`src/rtl/hex_display_ctrl.sv`:
```
// Page sequencer and refresh-rate sampler that feeds the four-digit HEX display.
// Defining HEX_DISPLAY_CTRL_AUTO_SCROLL_EN adds an auto-scroll page timer.
module hex_display_ctrl #(
   parameter int REFRESH_DIV  = 5_000_000,
   parameter int DEBOUNCE_CYC = 500_000,
   parameter int SCROLL_DIV   = 100_000_000
) (
   input  logic        clk,
   input  logic        reset,
   input  logic        btn_next,
   input  logic        hold,
   input  logic [15:0] src0,
   input  logic [15:0] src1,
   input  logic [15:0] src2,
   input  logic [15:0] src3,
   output logic [15:0] data_out,
   output logic [1:0]  page,
   output logic        update
);

   localparam int REF_W = $clog2(REFRESH_DIV);
   localparam int DB_W  = $clog2(DEBOUNCE_CYC);
   localparam logic [REF_W-1:0] REF_LAST = REF_W'(REFRESH_DIV - 1);
   localparam logic [DB_W-1:0]  DB_LAST  = DB_W'(DEBOUNCE_CYC - 1);

   if (REFRESH_DIV < 2) begin : g_bad_refresh_div
      $error("REFRESH_DIV must be at least 2");
   end
   if (DEBOUNCE_CYC < 2) begin : g_bad_debounce_cyc
      $error("DEBOUNCE_CYC must be at least 2");
   end
   if (SCROLL_DIV < 2) begin : g_bad_scroll_div
      $error("SCROLL_DIV must be at least 2");
   end

   logic             s1;
   logic             s2;
   logic             stable;
   logic             stable_d;
   logic             press;
   logic [DB_W-1:0]  db_cnt;
   logic             advance;
   logic             force_load;
   logic [REF_W-1:0] ref_cnt;
   logic             tick;
   logic             load;
   logic [15:0]      sel_word;

   // The button is fully asynchronous, so it gets two flops before any logic sees it.
   // NOTE: sequential state uses non-blocking assignments so every flop samples pre-edge values.
   always_ff @(posedge clk or posedge reset) begin
      if (reset) begin
         s1 <= 1'b0;
         s2 <= 1'b0;
      end else begin
         s1 <= btn_next;
         s2 <= s1;
      end
   end

   // A level change is accepted only after DEBOUNCE_CYC consecutive differing samples.
   always_ff @(posedge clk or posedge reset) begin
      if (reset) begin
         db_cnt   <= '0;
         stable   <= 1'b0;
         stable_d <= 1'b0;
      end else begin
         stable_d <= stable;
         if (s2 == stable) begin
            db_cnt <= '0;
         end else if (db_cnt == DB_LAST) begin
            stable <= s2;
            db_cnt <= '0;
         end else begin
            db_cnt <= db_cnt + 1'b1;
         end
      end
   end

   assign press = stable & ~stable_d;

`ifdef HEX_DISPLAY_CTRL_AUTO_SCROLL_EN
   localparam int SC_W = $clog2(SCROLL_DIV);
   localparam logic [SC_W-1:0] SC_LAST = SC_W'(SCROLL_DIV - 1);

   logic [SC_W-1:0] sc_cnt;
   logic            scroll_adv;

   // Hold stalls the timer, so a terminal count reached under hold waits for release.
   assign scroll_adv = (sc_cnt == SC_LAST) & ~hold;
   assign advance    = press | scroll_adv;

   always_ff @(posedge clk or posedge reset) begin
      if (reset) begin
         sc_cnt <= '0;
      end else if (press) begin
         sc_cnt <= '0;
      end else if (!hold) begin
         if (sc_cnt == SC_LAST) begin
            sc_cnt <= '0;
         end else begin
            sc_cnt <= sc_cnt + 1'b1;
         end
      end
   end
`else
   assign advance = press;
`endif

   always_ff @(posedge clk or posedge reset) begin
      if (reset) begin
         page       <= 2'd0;
         force_load <= 1'b0;
      end else begin
         force_load <= advance;
         if (advance) begin
            page <= page + 2'd1;
         end
      end
   end

   assign tick = (ref_cnt == REF_LAST);
   assign load = (tick | force_load) & ~hold;

   // A forced load restarts the refresh period; a forced load under hold is dropped.
   always_ff @(posedge clk or posedge reset) begin
      if (reset) begin
         ref_cnt <= '0;
      end else if (tick | (force_load & ~hold)) begin
         ref_cnt <= '0;
      end else begin
         ref_cnt <= ref_cnt + 1'b1;
      end
   end

   // NOTE: default assignment first so no path through the block can infer a latch.
   always_comb begin
      sel_word = src0;
      case (page)
         2'd0: sel_word = src0;
         2'd1: sel_word = src1;
         2'd2: sel_word = src2;
         2'd3: sel_word = src3;
      endcase
   end

   always_ff @(posedge clk or posedge reset) begin
      if (reset) begin
         data_out <= 16'h0000;
         update   <= 1'b0;
      end else begin
         update <= load;
         if (load) begin
            data_out <= sel_word;
         end
      end
   end

endmodule

```
`config.mk`:
```
export PLATFORM = sky130hd
export DESIGN_NAME = hex_display_ctrl
export DESIGN_NICKNAME = d
export VERILOG_FILES = /design/src/rtl/hex_display_ctrl.sv
export SDC_FILE = /design/constraint.sdc
export NUM_CORES = 1
export LEC_CHECK = 0
export ABC_AREA = 1
export BUFFER_PORTS_ARGS = -buffer_cell sky130_fd_sc_hd__buf_2
export CAP_MARGIN = 10
export CORE_AREA = 2 2 109 111
export DETAILED_ROUTE_END_ITERATION = 7
export DIE_AREA = 0 0 111 113
export PLACE_DENSITY = 0.54
export SYNTH_ARGS = -nofsm -noshare
export SYNTH_HDL_FRONTEND = slang
export SYNTH_SLANG_ARGS = --single-unit
```
`constraint.sdc`:
```
create_clock -name clk -period 5.43 [get_ports clk]
set_clock_uncertainty 0.1 [all_clocks]
set_input_delay 0.543 -clock clk [delete_from_list [all_inputs] [get_ports clk]]
set_output_delay 0.543 -clock clk [all_outputs]
set_load 0.02 [all_outputs]
```
---- After elaboration in Yosys (flattened, before gate mapping) ----
Index checks and enable logic that the tools add are counted.
word-level totals
  register bits after elaboration ......... 66
  input port bits ......................... 68
  output and inout bits ................... 19
  word-level logic and storage cells ...... 33
operators by class
  $add $sub $neg .......................... 3
  equality and inequality tests ........... 6
  multiplexer cells ....................... 4
  bitwise logic cells ..................... 8
  reductions and logical operators ........ 2
operator list
  cell                     number
  $pmux W16 S4             1
  $mux W19                 2
  $add A23 B1 Y23 const B  1
  $eq A23 B23 Y1 const B   1
  $mux W23                 1
  $add A19 B1 Y19 const B  1
  $eq A19 B19 Y1 const B   1
  $eq A2 B2 Y1 const B     2
  $and A1 B1 Y1            3
  $not A1 Y1               3
  $add A2 B1 Y2 const B    1
  $eq A2 B1 Y1 const B     1
  $logic_not A2 Y1         1
  $or A1 B1 Y1             2
  $reduce_and A2 Y1        1
  $eq A1 B1 Y1             1

---- Depth between registers and ports, before layout ----
  depth after elaboration ................. 4
  mapped depth ............................ 9
  mapped depth without buffers ............ 8

---- Least setup slack after synthesis ----
Ideal clock, no wire load.
  kind .................................... flip-flop to flip-flop
  from .................................... register page[0]
  to ...................................... register data_out[10]
  library setup time ...................... 0.066 ns
  arrival ................................. 1.590 ns
  data required time ...................... 5.264 ns
  slack ................................... 3.675 ns
  cell stages (with the launch flop) ...... 10
  buffers on the path ..................... 2
  clock period less this slack ............ 1.755 ns
  cell sequence ........................... dfrtp_1 > inv_1 > ha_1 > buf_2 > inv_1 > buf_2 > nor2_1 > a31oi_1 > nand3_1 > nand2_1
on the way
  longest elaborated chain between the ends .. 2
  elaborated cells on any way between the ends .. 5
  those cells by class .................... 3 x eq/ne; 1 x mux; 1 x reduce/logical
RTL lines
  what                                  line  text
  start: declaration                    17    output logic [1:0] page,
  start signal: assignment              117   page <= page + 2'd1;
  $eq A2 B2 Y1 (tied with other cells)  139   case (page)
  $pmux W16 S4 *                        139
  end signal: assignment                154   data_out <= sel_word;
  end: declaration                      16    output logic [15:0] data_out,
Every way passes the cells marked *; elsewhere a longest branch is shown, timed or not.
A chain may end at the register's enable or synchronous reset.

---- Worst setup path in the final report ----
  from .................................... input port hold
  to ...................................... register data_out[11]
on the way
  longest elaborated chain between the ends .. 2
RTL lines
  what                line  text
  start: declaration  11    input logic hold,
  $not A1 Y1          123   assign load = (tick | force_load) & ~hold;
  $and A1 B1 Y1       123
No other way between the ends.

==> results.json <==
{
  "cts_sinks": 66,
  "diodes": 0,
  "ys.flop_type": "dfrtp_1",
  "synth_top_area_cell": "dfrtp_1",
  "grt.busiest_layer": "met2",
  "slew-limit-headroom_pct": 44.1,
  "ys_types": 25,
  "ys_top_cells_by_area": "dfrtp_1, nand2_1, nor2_1",
  "crit_top_cell": "nand2_1",
  "drt_wl_total_um": 10200,
  "clkLatencyLatePin_ps": 330,
  "die_x_um": 111,
  "cts_tree": "built",
  "cts_inserted_buffers": 9,
  "io_buffers": 86,
  "dieArea_sq_um": 12500,
  "status": "finished clean",
  "path_clk_slew_ps": 50,
  "drc_errors": 0,
  "ys_ff_latch": 66,
  "postSynthAreaPerCell_sq_um": 6.99,
  "hold_viol": 0,
  "worst_ep_arrival_time_ps": 2640,
  "cp-start-kind": "input port",
  "antenna_found_initial": 0,
  "grt_max_degree": 67,
  "powerDensity_nw_per_um2": 241,
  "critPathTopFamily": "simple AND/OR/NAND/NOR gates",
  "drt_pass1_iterations": 4,
  "synthesis.area_sq_um": 3880,
  "root_buffer": "clkbuf_16",
  "via_per_inst": 4.81,
  "nets": 711,
  "synth.most_common_cell": "nand2_1",
  "rsz0062_at_grt": "false",
  "start_util_pct": 34.4,
  "synthCells": 555,
  "fmax_mhz": 405,
  "final_cell_count_no_fill": 783,
  "wl_per_cell_um": 13.0,
  "grt_pass1_vias": 3783,
  "drive_gt1_share_pct": 16.6,
  "ctsHoldBuffers": 0,
  "criticalPathCategory": "input port to register",
  "critical-path-max-stage-delay_ps": 750,
  "grtUsageTotal_pct": 17.4,
  "cts_buffer_depth": 2,
  "num_rows": 39,
  "grtUsageMet3_pct": 3.11,
  "tns_ps": 0,
  "worstPathCellList": "buf_2, inv_2, nand2_1, nand2_1, buf_4, nand3_1, nand2_1",
  "num_io_pins": 87,
  "finalSetupViolations": 0,
  "dp_cells": 769,
  "grt_util_met1_pct": 23.1,
  "syn_to_final_growth_pct": 20.9,
  "tightest_slew_ps": 839,
  "first_iter_violations": 174,
  "gp_congestion": 0.909,
  "seq_area_frac_synth_pct": 42.6,
  "cp_slowest_cell": "nand2_1",
  "fp.dieH_um": 113,
  "cp-end-kind": "register",
  "core-area_sq_um": 11300,
  "hold_class": "input port to register",
  "postRouteAntennaNets": 0,
  "leakagePower_nw": 2.24,
  "required_ps": 5600,
  "drv_slew": 0,
  "finalCriticalPeriod_ps": 2470,
  "ctsResizeCount": 0,
  "drv_cap": 0,
  "vias": 3769,
  "synth_nets": 629,
  "use_met2_pct": 28.1,
  "grt_remaining_overflow": 0,
  "ir_drop_v": 0.000138,
  "synth_warnings": 0,
  "timing.hold.ws_ps": 220,
  "synth-edff-count": 0,
  "dpl.hpwl_um": 7720,
  "grt_pass1_wl_um": 17900,
  "postCtsSetupBuffers": 0,
  "critPathMaxFanout": 22,
  "htreeDepth": 3,
  "crit_buf_inv": 3,
  "fin_crit_sh_pct": 45.5,
  "synthTopCellsByCount": "nand2_1, nor2_1, dfrtp_1",
  "synth.top_cell.area_share_pct": 42.6,
  "async_flop_share_pct": 100
}
[cell usage in the layout (no fill, tap or decap), drive strengths merged]
master / instances
xnor2: 3
buf: 88
bufinv: 1
nand2: 151
a31oi: 16
nor2: 136
o21a: 1
a21oi: 20
ha: 6
nand3: 56
nand4: 4
nor3: 8
o21ai: 3
clkinvlp: 1
and2: 1
and3: 1
dfrtp: 66
inv: 46
clkbuf: 12
xor2: 20
[final cells by class]
cell class	instances	area, sq um
multi-input cells	426	1950
clock inverters	2	37.5
repair buffers	88	445
inverters	46	173
well taps	143	179
fillers	1185	6580
clock buffers	12	256
flip-flops and latches	66	1650
[flip-flops by register name, summed over array words and instances, names as in the netlist]
| register | count |
|---|---|
| ref_cnt | 23 |
| db_cnt | 19 |
| data_out | 16 |
| page | 2 |
| force_load | 1 |
| s1 | 1 |
| s2 | 1 |
| stable | 1 |
| stable_d | 1 |
| update | 1 |
[worst reg2reg max path, cell delays in order (launching register included)]
cell	delay [ps]
dfrtp_1	430
ha_1	270
nand3_1	190
nor2_1	160
nand3_1	130
nand2_1	580
buf_4	340
nand3_1	100
nand2_1	80
[final timing paths]
kind,from,end,slack [ps],cells after the start
worst min-delay path,btn_next,s1,220,1
max in group asynchronous,reset,db_cnt[10],4320,3
min in group asynchronous,reset,s1,350,3
worst min register to register,s1,s2,250,0
worst max register to register,ref_cnt[0],data_out[11],2980,8
worst max-delay path,hold,data_out[11],2960,7
[routing by layer]
| layer | wire length (um) | vias up |
|---|---|---|
| li1 | - | 1910 |
| met1 | 4870 | 1758 |
| met2 | 4660 | 77 |
| met3 | 340 | 24 |
| met4 | 276 | 0 |
| met5 | 0 | - |
[metrics by stage]
| step | power, mW | worst slack, ps | instance area, sq um | util (%) |
|---|---|---|---|---|
| 4_1_cts | 1.14 | 2940 | 4690 | 41.6 |
| 2_1_floorplan | 0.526 | 3130 | 3880 | - |
| 3_3_place_gp | 0.557 | 2650 | 4400 | 39.0 |
| 6_report | 1.13 | 2960 | 4690 | 41.6 |
| 3_5_place_dp | 0.558 | 2600 | 4400 | 39.0 |
| 5_1_grt | 1.17 | 2660 | 4690 | 41.6 |
[where the power goes]
part	total, mW	internal (mW)	switching (mW)
combinational	0.0514	0.0236	0.0279
sequential	0.497	0.495	0.00179
clock	0.581	0.375	0.206
[cell families (layout without fill, tap and decap cells)]
group                    count (synthesis)  count (layout)  share of synthesized area [%]
flip-flops                              66              66                           42.6
AO/OA/AOI/OAI                           40              40                           5.74
buffers and inverters                   63             148                           7.22
AND/OR/NAND/NOR                        357             357                           37.4
adder cells (fa/ha/maj)                  6               6                           1.93
XOR/XNOR                                23              23                           5.19
(Power assumes the default switching activity.)
